==> config.mk <==
export PLATFORM = sky130hd
export DESIGN_NAME = decoding_block
export DESIGN_NICKNAME = d
export VERILOG_FILES = /design/src/rtl/decoding_block.sv
export SDC_FILE = /design/constraint.sdc
export NUM_CORES = 1
export LEC_CHECK = 0
export BUFFER_PORTS_ARGS = -buffer_cell sky130_fd_sc_hd__buf_2
export CORE_MARGIN = 1.5
export CORE_UTILIZATION = 40
export CTS_BUF_LIST = sky130_fd_sc_hd__clkbuf_4
export CTS_CLUSTER_DIAMETER = 30
export DETAILED_ROUTE_END_ITERATION = 12
export SYNTH_ARGS = -nofsm -noshare
export SYNTH_HDL_FRONTEND = slang
export SYNTH_SLANG_ARGS = --single-unit
==> constraint.sdc <==
create_clock -name dec_clk -period 2.5 [get_ports dec_clk]
set_clock_uncertainty 0.2 [all_clocks]
set_input_delay 0.125 -clock dec_clk [delete_from_list [all_inputs] [get_ports dec_clk]]
set_output_delay 0.125 -clock dec_clk [all_outputs]
set_load 0.01 [all_outputs]
==> src/rtl/decoding_block.sv <==
// Receive-side lane decoder: checks 64b/66b and 128b/132b sync headers, buffers payloads
// (active + pending per lane) and replays them one byte per clock; Gen2 bytes pass straight through.
module decoding_block (
  input  logic         dec_clk,
  input  logic         rst,
  input  logic         enable,
  input  logic [1:0]   gen_speed,
  input  logic         sym_valid,
  input  logic [131:0] lane_0_rx_enc,
  input  logic [131:0] lane_1_rx_enc,
  output logic [7:0]   lane_0_rx,
  output logic [7:0]   lane_1_rx,
  output logic         rx_valid,
  output logic         rx_os,
  output logic         sync_err,
  output logic         overflow
);

  typedef enum logic [0:0] {
    IDLE  = 1'b0,
    DRAIN = 1'b1
  } state_t;

  localparam logic [1:0] SPD_GEN2 = 2'd0;
  localparam logic [1:0] SPD_GEN4 = 2'd1;
  localparam logic [1:0] SPD_GEN3 = 2'd2;

  state_t         state_r;
  state_t         state_s;
  logic [3:0]     idx_r;

  logic [127:0]   act_pl0_r;
  logic [127:0]   act_pl1_r;
  logic           act_os_r;
  logic           act_cnt16_r;
  logic [127:0]   pend_pl0_r;
  logic [127:0]   pend_pl1_r;
  logic           pend_os_r;
  logic           pend_cnt16_r;
  logic           pend_full_r;

  logic [127:0]   new_pl0_s;
  logic [127:0]   new_pl1_s;
  logic           new_os_s;
  logic           new_cnt16_s;
  logic           hdr_ok_s;
  logic           is_enc_s;
  logic           sym_ok_s;
  logic           sym_bad_s;
  logic           gen2_s;
  logic           last_s;

  logic [7:0]     out_b0_s;
  logic [7:0]     out_b1_s;
  logic           out_valid_s;
  logic           out_os_s;

  // Header classification on lane 0; lane 1 is sliced with the same type and offsets.
  always_comb begin
    hdr_ok_s    = 1'b0;
    new_os_s    = 1'b0;
    new_cnt16_s = 1'b0;
    new_pl0_s   = 128'd0;
    new_pl1_s   = 128'd0;
    case (gen_speed)
      SPD_GEN3: begin
        new_pl0_s = {64'd0, lane_0_rx_enc[65:2]};
        new_pl1_s = {64'd0, lane_1_rx_enc[65:2]};
        case (lane_0_rx_enc[1:0])
          2'b01: begin
            hdr_ok_s = 1'b1;
            new_os_s = 1'b0;
          end
          2'b10: begin
            hdr_ok_s = 1'b1;
            new_os_s = 1'b1;
          end
          default: begin
            hdr_ok_s = 1'b0;
            new_os_s = 1'b0;
          end
        endcase
      end
      SPD_GEN4: begin
        new_cnt16_s = 1'b1;
        if (lane_0_rx_enc[3:0] == 4'b1010) begin
          hdr_ok_s  = 1'b1;
          new_pl0_s = lane_0_rx_enc[131:4];
          new_pl1_s = lane_1_rx_enc[131:4];
        end else if (lane_0_rx_enc[131:128] == 4'b0101) begin
          hdr_ok_s  = 1'b1;
          new_os_s  = 1'b1;
          new_pl0_s = lane_0_rx_enc[127:0];
          new_pl1_s = lane_1_rx_enc[127:0];
        end else begin
          hdr_ok_s  = 1'b0;
        end
      end
      default: begin
        hdr_ok_s = 1'b0;
      end
    endcase
  end

  assign is_enc_s  = (gen_speed == SPD_GEN3) || (gen_speed == SPD_GEN4);
  assign sym_ok_s  = sym_valid && is_enc_s && hdr_ok_s;
  assign sym_bad_s = sym_valid && is_enc_s && !hdr_ok_s;
  assign gen2_s    = sym_valid && (gen_speed == SPD_GEN2);
  assign last_s    = (state_r == DRAIN) && (idx_r == (act_cnt16_r ? 4'd15 : 4'd7));

  // State register.
  always_ff @(posedge dec_clk or negedge rst) begin
    if (!rst) begin
      state_r <= IDLE;
    end else if (!enable) begin
      state_r <= IDLE;
    end else begin
      state_r <= state_s;
    end
  end

  // Next state: a drain only ends when nothing is queued or arriving on its last byte.
  always_comb begin
    state_s = state_r;
    case (state_r)
      IDLE: begin
        if (sym_ok_s) begin
          state_s = DRAIN;
        end else begin
          state_s = IDLE;
        end
      end
      DRAIN: begin
        if (last_s && !pend_full_r && !sym_ok_s) begin
          state_s = IDLE;
        end else begin
          state_s = DRAIN;
        end
      end
      default: begin
        state_s = IDLE;
      end
    endcase
  end

  // Output selection; an active drain takes the output over a Gen2 pass-through byte.
  always_comb begin
    out_b0_s    = 8'd0;
    out_b1_s    = 8'd0;
    out_valid_s = 1'b0;
    out_os_s    = 1'b0;
    if (state_r == DRAIN) begin
      out_valid_s = 1'b1;
      out_os_s    = act_os_r;
      out_b0_s    = act_pl0_r[{idx_r, 3'b000} +: 8];
      out_b1_s    = act_pl1_r[{idx_r, 3'b000} +: 8];
    end else if (gen2_s) begin
      out_valid_s = 1'b1;
      out_b0_s    = lane_0_rx_enc[7:0];
      out_b1_s    = lane_1_rx_enc[7:0];
    end else begin
      out_valid_s = 1'b0;
    end
  end

  // Registered outputs.
  always_ff @(posedge dec_clk or negedge rst) begin
    if (!rst) begin
      lane_0_rx <= 8'd0;
      lane_1_rx <= 8'd0;
      rx_valid  <= 1'b0;
      rx_os     <= 1'b0;
      sync_err  <= 1'b0;
    end else if (!enable) begin
      lane_0_rx <= 8'd0;
      lane_1_rx <= 8'd0;
      rx_valid  <= 1'b0;
      rx_os     <= 1'b0;
      sync_err  <= 1'b0;
    end else begin
      lane_0_rx <= out_b0_s;
      lane_1_rx <= out_b1_s;
      rx_valid  <= out_valid_s;
      rx_os     <= out_os_s;
      sync_err  <= sym_bad_s;
    end
  end

  // Byte index, active/pending buffer and sticky overflow.
  always_ff @(posedge dec_clk or negedge rst) begin
    if (!rst) begin
      idx_r        <= 4'd0;
      act_pl0_r    <= 128'd0;
      act_pl1_r    <= 128'd0;
      act_os_r     <= 1'b0;
      act_cnt16_r  <= 1'b0;
      pend_pl0_r   <= 128'd0;
      pend_pl1_r   <= 128'd0;
      pend_os_r    <= 1'b0;
      pend_cnt16_r <= 1'b0;
      pend_full_r  <= 1'b0;
      overflow     <= 1'b0;
    end else if (!enable) begin
      idx_r        <= 4'd0;
      act_pl0_r    <= 128'd0;
      act_pl1_r    <= 128'd0;
      act_os_r     <= 1'b0;
      act_cnt16_r  <= 1'b0;
      pend_pl0_r   <= 128'd0;
      pend_pl1_r   <= 128'd0;
      pend_os_r    <= 1'b0;
      pend_cnt16_r <= 1'b0;
      pend_full_r  <= 1'b0;
      overflow     <= 1'b0;
    end else if (state_r == IDLE) begin
      idx_r <= 4'd0;
      if (sym_ok_s) begin
        act_pl0_r   <= new_pl0_s;
        act_pl1_r   <= new_pl1_s;
        act_os_r    <= new_os_s;
        act_cnt16_r <= new_cnt16_s;
      end
    end else if (last_s) begin
      idx_r <= 4'd0;
      if (pend_full_r) begin
        // Pending promotes; a symbol arriving now refills pending without loss.
        act_pl0_r   <= pend_pl0_r;
        act_pl1_r   <= pend_pl1_r;
        act_os_r    <= pend_os_r;
        act_cnt16_r <= pend_cnt16_r;
        if (sym_ok_s) begin
          pend_pl0_r   <= new_pl0_s;
          pend_pl1_r   <= new_pl1_s;
          pend_os_r    <= new_os_s;
          pend_cnt16_r <= new_cnt16_s;
        end else begin
          pend_full_r  <= 1'b0;
        end
      end else if (sym_ok_s) begin
        act_pl0_r   <= new_pl0_s;
        act_pl1_r   <= new_pl1_s;
        act_os_r    <= new_os_s;
        act_cnt16_r <= new_cnt16_s;
      end
    end else begin
      idx_r <= idx_r + 4'd1;
      if (sym_ok_s) begin
        if (!pend_full_r) begin
          pend_pl0_r   <= new_pl0_s;
          pend_pl1_r   <= new_pl1_s;
          pend_os_r    <= new_os_s;
          pend_cnt16_r <= new_cnt16_s;
          pend_full_r  <= 1'b1;
        end else begin
          overflow     <= 1'b1;
        end
      end
    end
  end

endmodule

==> results of run 1 <==
cell families after synthesis:
logic type	after synthesis	synth area share, %
and+or+nand+nor	1417	20.2
AOI/OAI and AO/OA	1220	27.2
DFF	542	42.6
buffers and inverters	437	5.83
muxes	81	3.81
adders and majority gates	5	0.197
xor gates and xnor gates	4	0.110
power by group through the flow:
stage	clock, mW	sequential (mW)	combinational [mW]
4_1_cts	8.78	8.96	2.67
5_1_grt	9.26	8.97	2.97
3_3_place_gp	0	9.12	1.89
6_report	8.66	8.96	2.81
2_1_floorplan	0	9.08	0.861
3_5_place_dp	0	9.12	1.89
flip-flops by register name, indices dropped and copies added, names as in the netlist, 4 cells and up:
name	cells
lane_0_rx	8
pend_pl0_r	128
act_pl1_r	128
pend_pl1_r	128
act_pl0_r	128
lane_1_rx	8
idx_r	4
cells in the final DEF (no fill, tap or decap), drive strengths merged, types with 127 or more instances in the layout:
cell type / netlist / routed
a21o: 127 / 127
a21oi: 153 / 153
a221oi: 128 / 128
and3: 130 / 130
buf: 174 / 444
clkbuf: 254 / 243
dfrtp: 542 / 542
dlygate4sd3: 0 / 692
nand2: 406 / 406
nand3: 279 / 279
nor2: 393 / 393
o21ai: 370 / 370
o31ai: 128 / 128
layout make-up:
class	instances	area share, %
timing repair buffer	1145	24.3
sequential	542	30.6
inverter	9	0.0931
clock inverter	51	0.576
clock buffer	239	4.05
antenna	7	0.0395
multi-input combinational	2727	37.4
tap	1050	2.96
routing by layer:
metal	GRT usage, %	vias to the layer above	part of all wire [%]
met5	0	-	0.034
li1	-	15700	-
met3	7.38	422	9.5
met1	43.4	17300	40
met4	16.1	8	5.0
met2	49.4	2035	45
worst min-delay path, delay by kind of cell:
family                 cells  cell delay (ns)
AO/OA/AOI/OAI              1             0.09
AND/OR/NAND/NOR            4             0.50
buffers and inverters      3             0.51
per-stage QoR:
stage / utilization [%] / cells / area (um2) / worst slack [ns]
2_1_floorplan: - / 3706 / 31800 / 0.353
3_3_place_gp: 44.3 / 4756 / 34900 / 0.0690
3_5_place_dp: 44.3 / 4756 / 34900 / 0.0298
4_1_cts: 55.8 / 5745 / 44000 / 0.00442
5_1_grt: 56.2 / 5768 / 44300 / -0.0117
6_report: 56.2 / 5770 / 44300 / 0.00744
how the worst max path moves through the flow:
stage / start / end / slack (ns) / cells past startpoint
2_1_floorplan: idx_r[0]$_DFF_PN0_ / act_pl1_r[119]$_DFFE_PN0P_ / 0.35 / 9
5_1_grt: idx_r[0]$_DFF_PN0_ / pend_pl1_r[75]$_DFFE_PN0P_ / -0.01 / 9
4_1_cts: idx_r[1]$_DFF_PN0_ / pend_pl1_r[40]$_DFFE_PN0P_ / 0.004 / 9
6_report: lane_0_rx_enc[129] / pend_pl0_r[1]$_DFFE_PN0P_ / 0.007 / 10
3_3_place_gp: gen_speed[0] / act_pl0_r[31]$_DFFE_PN0P_ / 0.07 / 8
3_5_place_dp: gen_speed[0] / act_pl1_r[52]$_DFFE_PN0P_ / 0.03 / 8
timing repair:
item | 4_1_cts | 5_1_grt
setup endpoints to repair | 0 | 240
endpoints found under the hold margin | 1084 | 5
gates resized for setup | 0 | 20
hold buffers | 699 | 3
setup buffers | 0 | 14
==> results.cfg, run 1 <==
[die]
ios = 290
start_util_pct = 40.3
die_x_um = 285
rows = 103
die_y_um = 285
coreArea_um2 = 78900
die-area_um2 = 81200

[drt]
ant_nets = 0
wl_mm = 136
first_pass_iters = 6
drcViolationCount = 0
wire_per_inst_um = 23.5
vias = 35400
via_per_inst = 6.14
first_iter_violations = 4298

[yosys]
yosysWarnings = 0
synthesis.area_um2 = 31800
ys_seq_area_share_pct = 42.6
synthTopCellsByCount = dfrtp_1, nand2_1, nor2_1
ys_types = 57
synthTopCellsByArea = dfrtp_1, o21ai_0, nand2_1, nor2_1, nand3_1
synth_cells = 3706
synth_most_common_cell = dfrtp_1
syn_nets = 3981
synth-seq-cells = 542
synth_top_flop_cell = dfrtp_1
synth.avg_cell_area_um2 = 8.58
synthArstFlopShare_pct = 100
synth_edf_count = 0
yosysTopAreaCell = dfrtp_1
yosys.area.top_type_share_pct = 42.6

[critical_path]
crit_required_ns = 3.22
r2r.worst_path.cells = 4
path_buf_inv = 5
critical_path.cell_chain = dlygate4sd3_1 -> buf_2 -> and4bb_4 -> buf_12 -> dlygate4sd3_1 -> nand3_1 -> dlygate4sd3_1 -> o21ai_1 -> nor2_1 -> nor3_1
timing.rr.start = idx_r[2]$_DFF_PN0_
r2r-end = lane_1_rx[6]$_DFF_PN0_
crit_top_cell = dlygate4sd3_1
crit_type = input port to register
end_kind = register
rrSetupSlack_ns = 0.07
critPathSlowestCell = dlygate4sd3_1
cp.arrival_ns = 3.22
path_delay_family = buffers and inverters
cp-start-kind = input port
crit_path_max_incr_delay_ns = 0.61
crit_fanout = 16

[global_routing]
grt_util_all_layers_pct = 32.4
grt_pass1_wl_mm = 207
grt-ovfl-total = 0
antenna_found_initial = 11
grt_max_degree = 132
grt_pass1_vias = 34300

[min_path]
min_to = pend_pl0_r[33]$_DFFE_PN0P_
hold_class = input port to register
holdCritStartpoint = lane_0_rx_enc[131]
hold_path_depth = 8

[flow_run]
max_cap_viol_count = 0

[timing]
setup_viol = 0
hold_ws_ns = 0.0335
fin_tns_setup_ns = 0
tightestPinTransition_ns = 1.22
fmax_mhz = 401
relSlewSlack_pct = 18.4
period_share_pct = 99.7
min_period_ns = 2.49
hold_viol = 0
drv_slew = 0

[power_and_ir_drop]
p_leak_nw = 18.1
p_int_mw = 14.5
swShare_pct = 28.9
power_density_nw_per_um2 = 461
power_frac_comb_pct = 13.7
ir_drop_mv = 0.368
clkPwrFrac_pct = 42.4
seq_power_share_pct = 43.9
power_mw = 20.4
switchingPower_mw = 5.90

[layout]
layout.nets = 4862
fillers = 6964
multi_input_area_um2 = 16600
area_delta_synth_final_pct = 39.4
layout-drive-gt1-share_pct = 17.6
ff_latch_area_um2 = 13600

[clocking]
cts_tree = built
cts_num_sinks = 542
clkTransAtPathRegs_ns = 0.06
clockBufferDepth = 3
clock_latency_ns = 1.03
h-tree-depth = 4
numCtsBuffers = 162
cts_root_buf = clkbuf_4

[status]
status = finished clean

[place]
port_buffers = 289
hpwl_mm = 75.8
place_congestion = 0.890
Note: power is estimated with default switching activity, not from simulation.
==> inputs of run 2 (changes only) <==
RECOVER_POWER = 100   (was not set)
==> run 2 against run 1 <==
  * Non-clock buffer count unchanged
  * Fmax up 0.24%
  * Combinational power down 2%
  * Clock-buffer cell count unchanged
  * Setup slack better by 0.0059 ns
  * Via count up 0.34%
  * Register-to-register slack worse by 0.02 ns
  * Worst hold slack worse by 0.0086 ns
  * Largest power group unchanged
  * Highest routed layer unchanged
==> results.cfg, run 2 (synthesis results as in run 1) <==
[critical_path]
crit_fanout = 29
timing.rr.start = idx_r[2]$_DFF_PN0_
cp-start-kind = input port
path_buf_inv = 5
rrSetupSlack_ns = 0.05
critical_path.cell_chain = dlygate4sd3_1 -> buf_2 -> and4bb_4 -> buf_12 -> buf_12 -> dlygate4sd3_1 -> nand3_1 -> a21o_1 -> a221oi_1
critPathSlowestCell = dlygate4sd3_1
cp.arrival_ns = 3.24
startpoint = lane_0_rx_enc[130]
crit_path_max_incr_delay_ns = 0.95
r2r-end = lane_1_rx[6]$_DFF_PN0_
crit_required_ns = 3.25
worst-path-stages = 9
end_kind = register
crit_type = input port to register
path_delay_family = buffers and inverters
r2r.worst_path.cells = 4

[min_path]
hold_path_depth = 8
hold_class = input port to register
holdCritStartpoint = lane_0_rx_enc[131]
min_to = pend_pl1_r[13]$_DFFE_PN0P_

[drt]
vias = 35600
wire_per_inst_um = 23.5
first_iter_violations = 4465
drcViolationCount = 0
first_pass_iters = 6
via_per_inst = 6.16
ant_nets = 0
wl_mm = 136

[die]
die_y_um = 285
coreArea_um2 = 78900
die_x_um = 285
start_util_pct = 40.3
die-area_um2 = 81200
ios = 290
rows = 103

[layout]
fin_util_pct = 55.7
mostFrequentLayoutCells = dlygate4sd3_1, dfrtp_1, nand2_1
multi_input_area_um2 = 16500
final_cells = 5773
ff_latch_area_um2 = 13600
area_delta_synth_final_pct = 38.2
layout_commonest_cell = dlygate4sd3_1
layout-drive-gt1-share_pct = 16.6
fillers = 7035
stdcell_area_um2 = 44000
layout.nets = 4862

[timing]
tightestPinTransition_ns = 1.36
hold_viol = 0
fmax_mhz = 402
relSlewSlack_pct = 9.14
setup_slack_ns = 0.0133
setup_viol = 0
min_period_ns = 2.49
period_share_pct = 99.5
hold_ws_ns = 0.0249
drv_slew = 0

[global_routing]
grt_util_all_layers_pct = 32.4
grt_pass1_wl_mm = 207
antenna_found_initial = 10
grt_pass1_vias = 34300
grt-ovfl-total = 0
grt_max_degree = 132

[clocking]
clock_latency_ns = 1.04
cts_root_buf = clkbuf_4
cts_num_sinks = 542
numCtsBuffers = 162
cts_tree = built
clockBufferDepth = 3
clkTransAtPathRegs_ns = 0.06
h-tree-depth = 4

[place]
place_congestion = 0.890
pre_cts_ws_ns = 0.0298
dpl_cell_area_um2 = 34900
port_buffers = 289
dp.cells = 4756
hpwl_mm = 75.8

[power_and_ir_drop]
p_leak_nw = 17.8
power_density_nw_per_um2 = 463
ir_drop_mv = 0.375

[flow_run]
max_cap_viol_count = 0

[status]
status = finished clean
[run 2: changes by cell type in the layout (fill, tap and decap cells not counted), sizes merged]
| cell | previous run | this run |
|---|---|---|
| buf | 444 | 402 |
| clkbuf | 243 | 285 |
| diode | 7 | 10 |
| clkdlybuf4s25 | 0 | 2 |
| dlymetal6s4s | 5 | 3 |
[run 2: final cells by class]
class,count,area share [%]
Antenna cell,10,0.0569
Clock buffer,239,4.08
Clock inverter,51,0.581
Inverter,9,0.0939
Multi-Input combinational cell,2727,37.4
Sequential cell,542,30.9
Tap cell,1050,2.99
Timing Repair Buffer,1145,23.9
[run 2: how the worst max path moves through the flow]
stage / to / slack (ns)
floorplan: act_pl1_r[119]$_DFFE_PN0P_ / 0.35
global placement: act_pl0_r[31]$_DFFE_PN0P_ / 0.07
detailed placement: act_pl1_r[52]$_DFFE_PN0P_ / 0.03
CTS: pend_pl1_r[40]$_DFFE_PN0P_ / 0.004
global route: pend_pl0_r[0]$_DFFE_PN0P_ / -0.01
finish: act_pl1_r[78]$_DFFE_PN0P_ / 0.01
[run 2: worst register-to-register path: stages (launching register included)]
cell and delay (ns):
dfrtp_1 0.47, nor2_1 0.96, a22oi_1 0.20, nand3_1 0.31, nand4_1 0.18
[run 2: routing by layer]
layer / up-vias / part of all wire [%] / GRT usage (%)
li1: 15700 / - / -
met1: 17300 / 41 / 43.4
met2: 2110 / 45 / 49.4
met3: 430 / 9.1 / 7.38
met4: 8 / 5.0 / 16.1
met5: - / 0.035 / 0
[run 2: repair_timing]
action / CTS / global route
gates resized for setup: 0 / 20
hold buffers: 699 / 3
setup endpoints to repair: 0 / 240
setup buffers: 0 / 14
hold endpoints to repair: 1084 / 5
[run 2: power breakdown]
part           internal (mW)  switching (mW)
clock                   4.41            4.24
sequential              8.88          0.0864
combinational           1.21            1.55
[run 2: stage by stage]
| stage | total power [mW] | TNS [ns] |
|---|---|---|
| 2_1_floorplan | 9.94 | 0 |
| 3_3_place_gp | 11.0 | 0 |
| 3_5_place_dp | 11.0 | 0 |
| 4_1_cts | 20.4 | 0 |
| 5_1_grt | 21.1 | -0.0405 |
| 6_report | 20.4 | 0 |
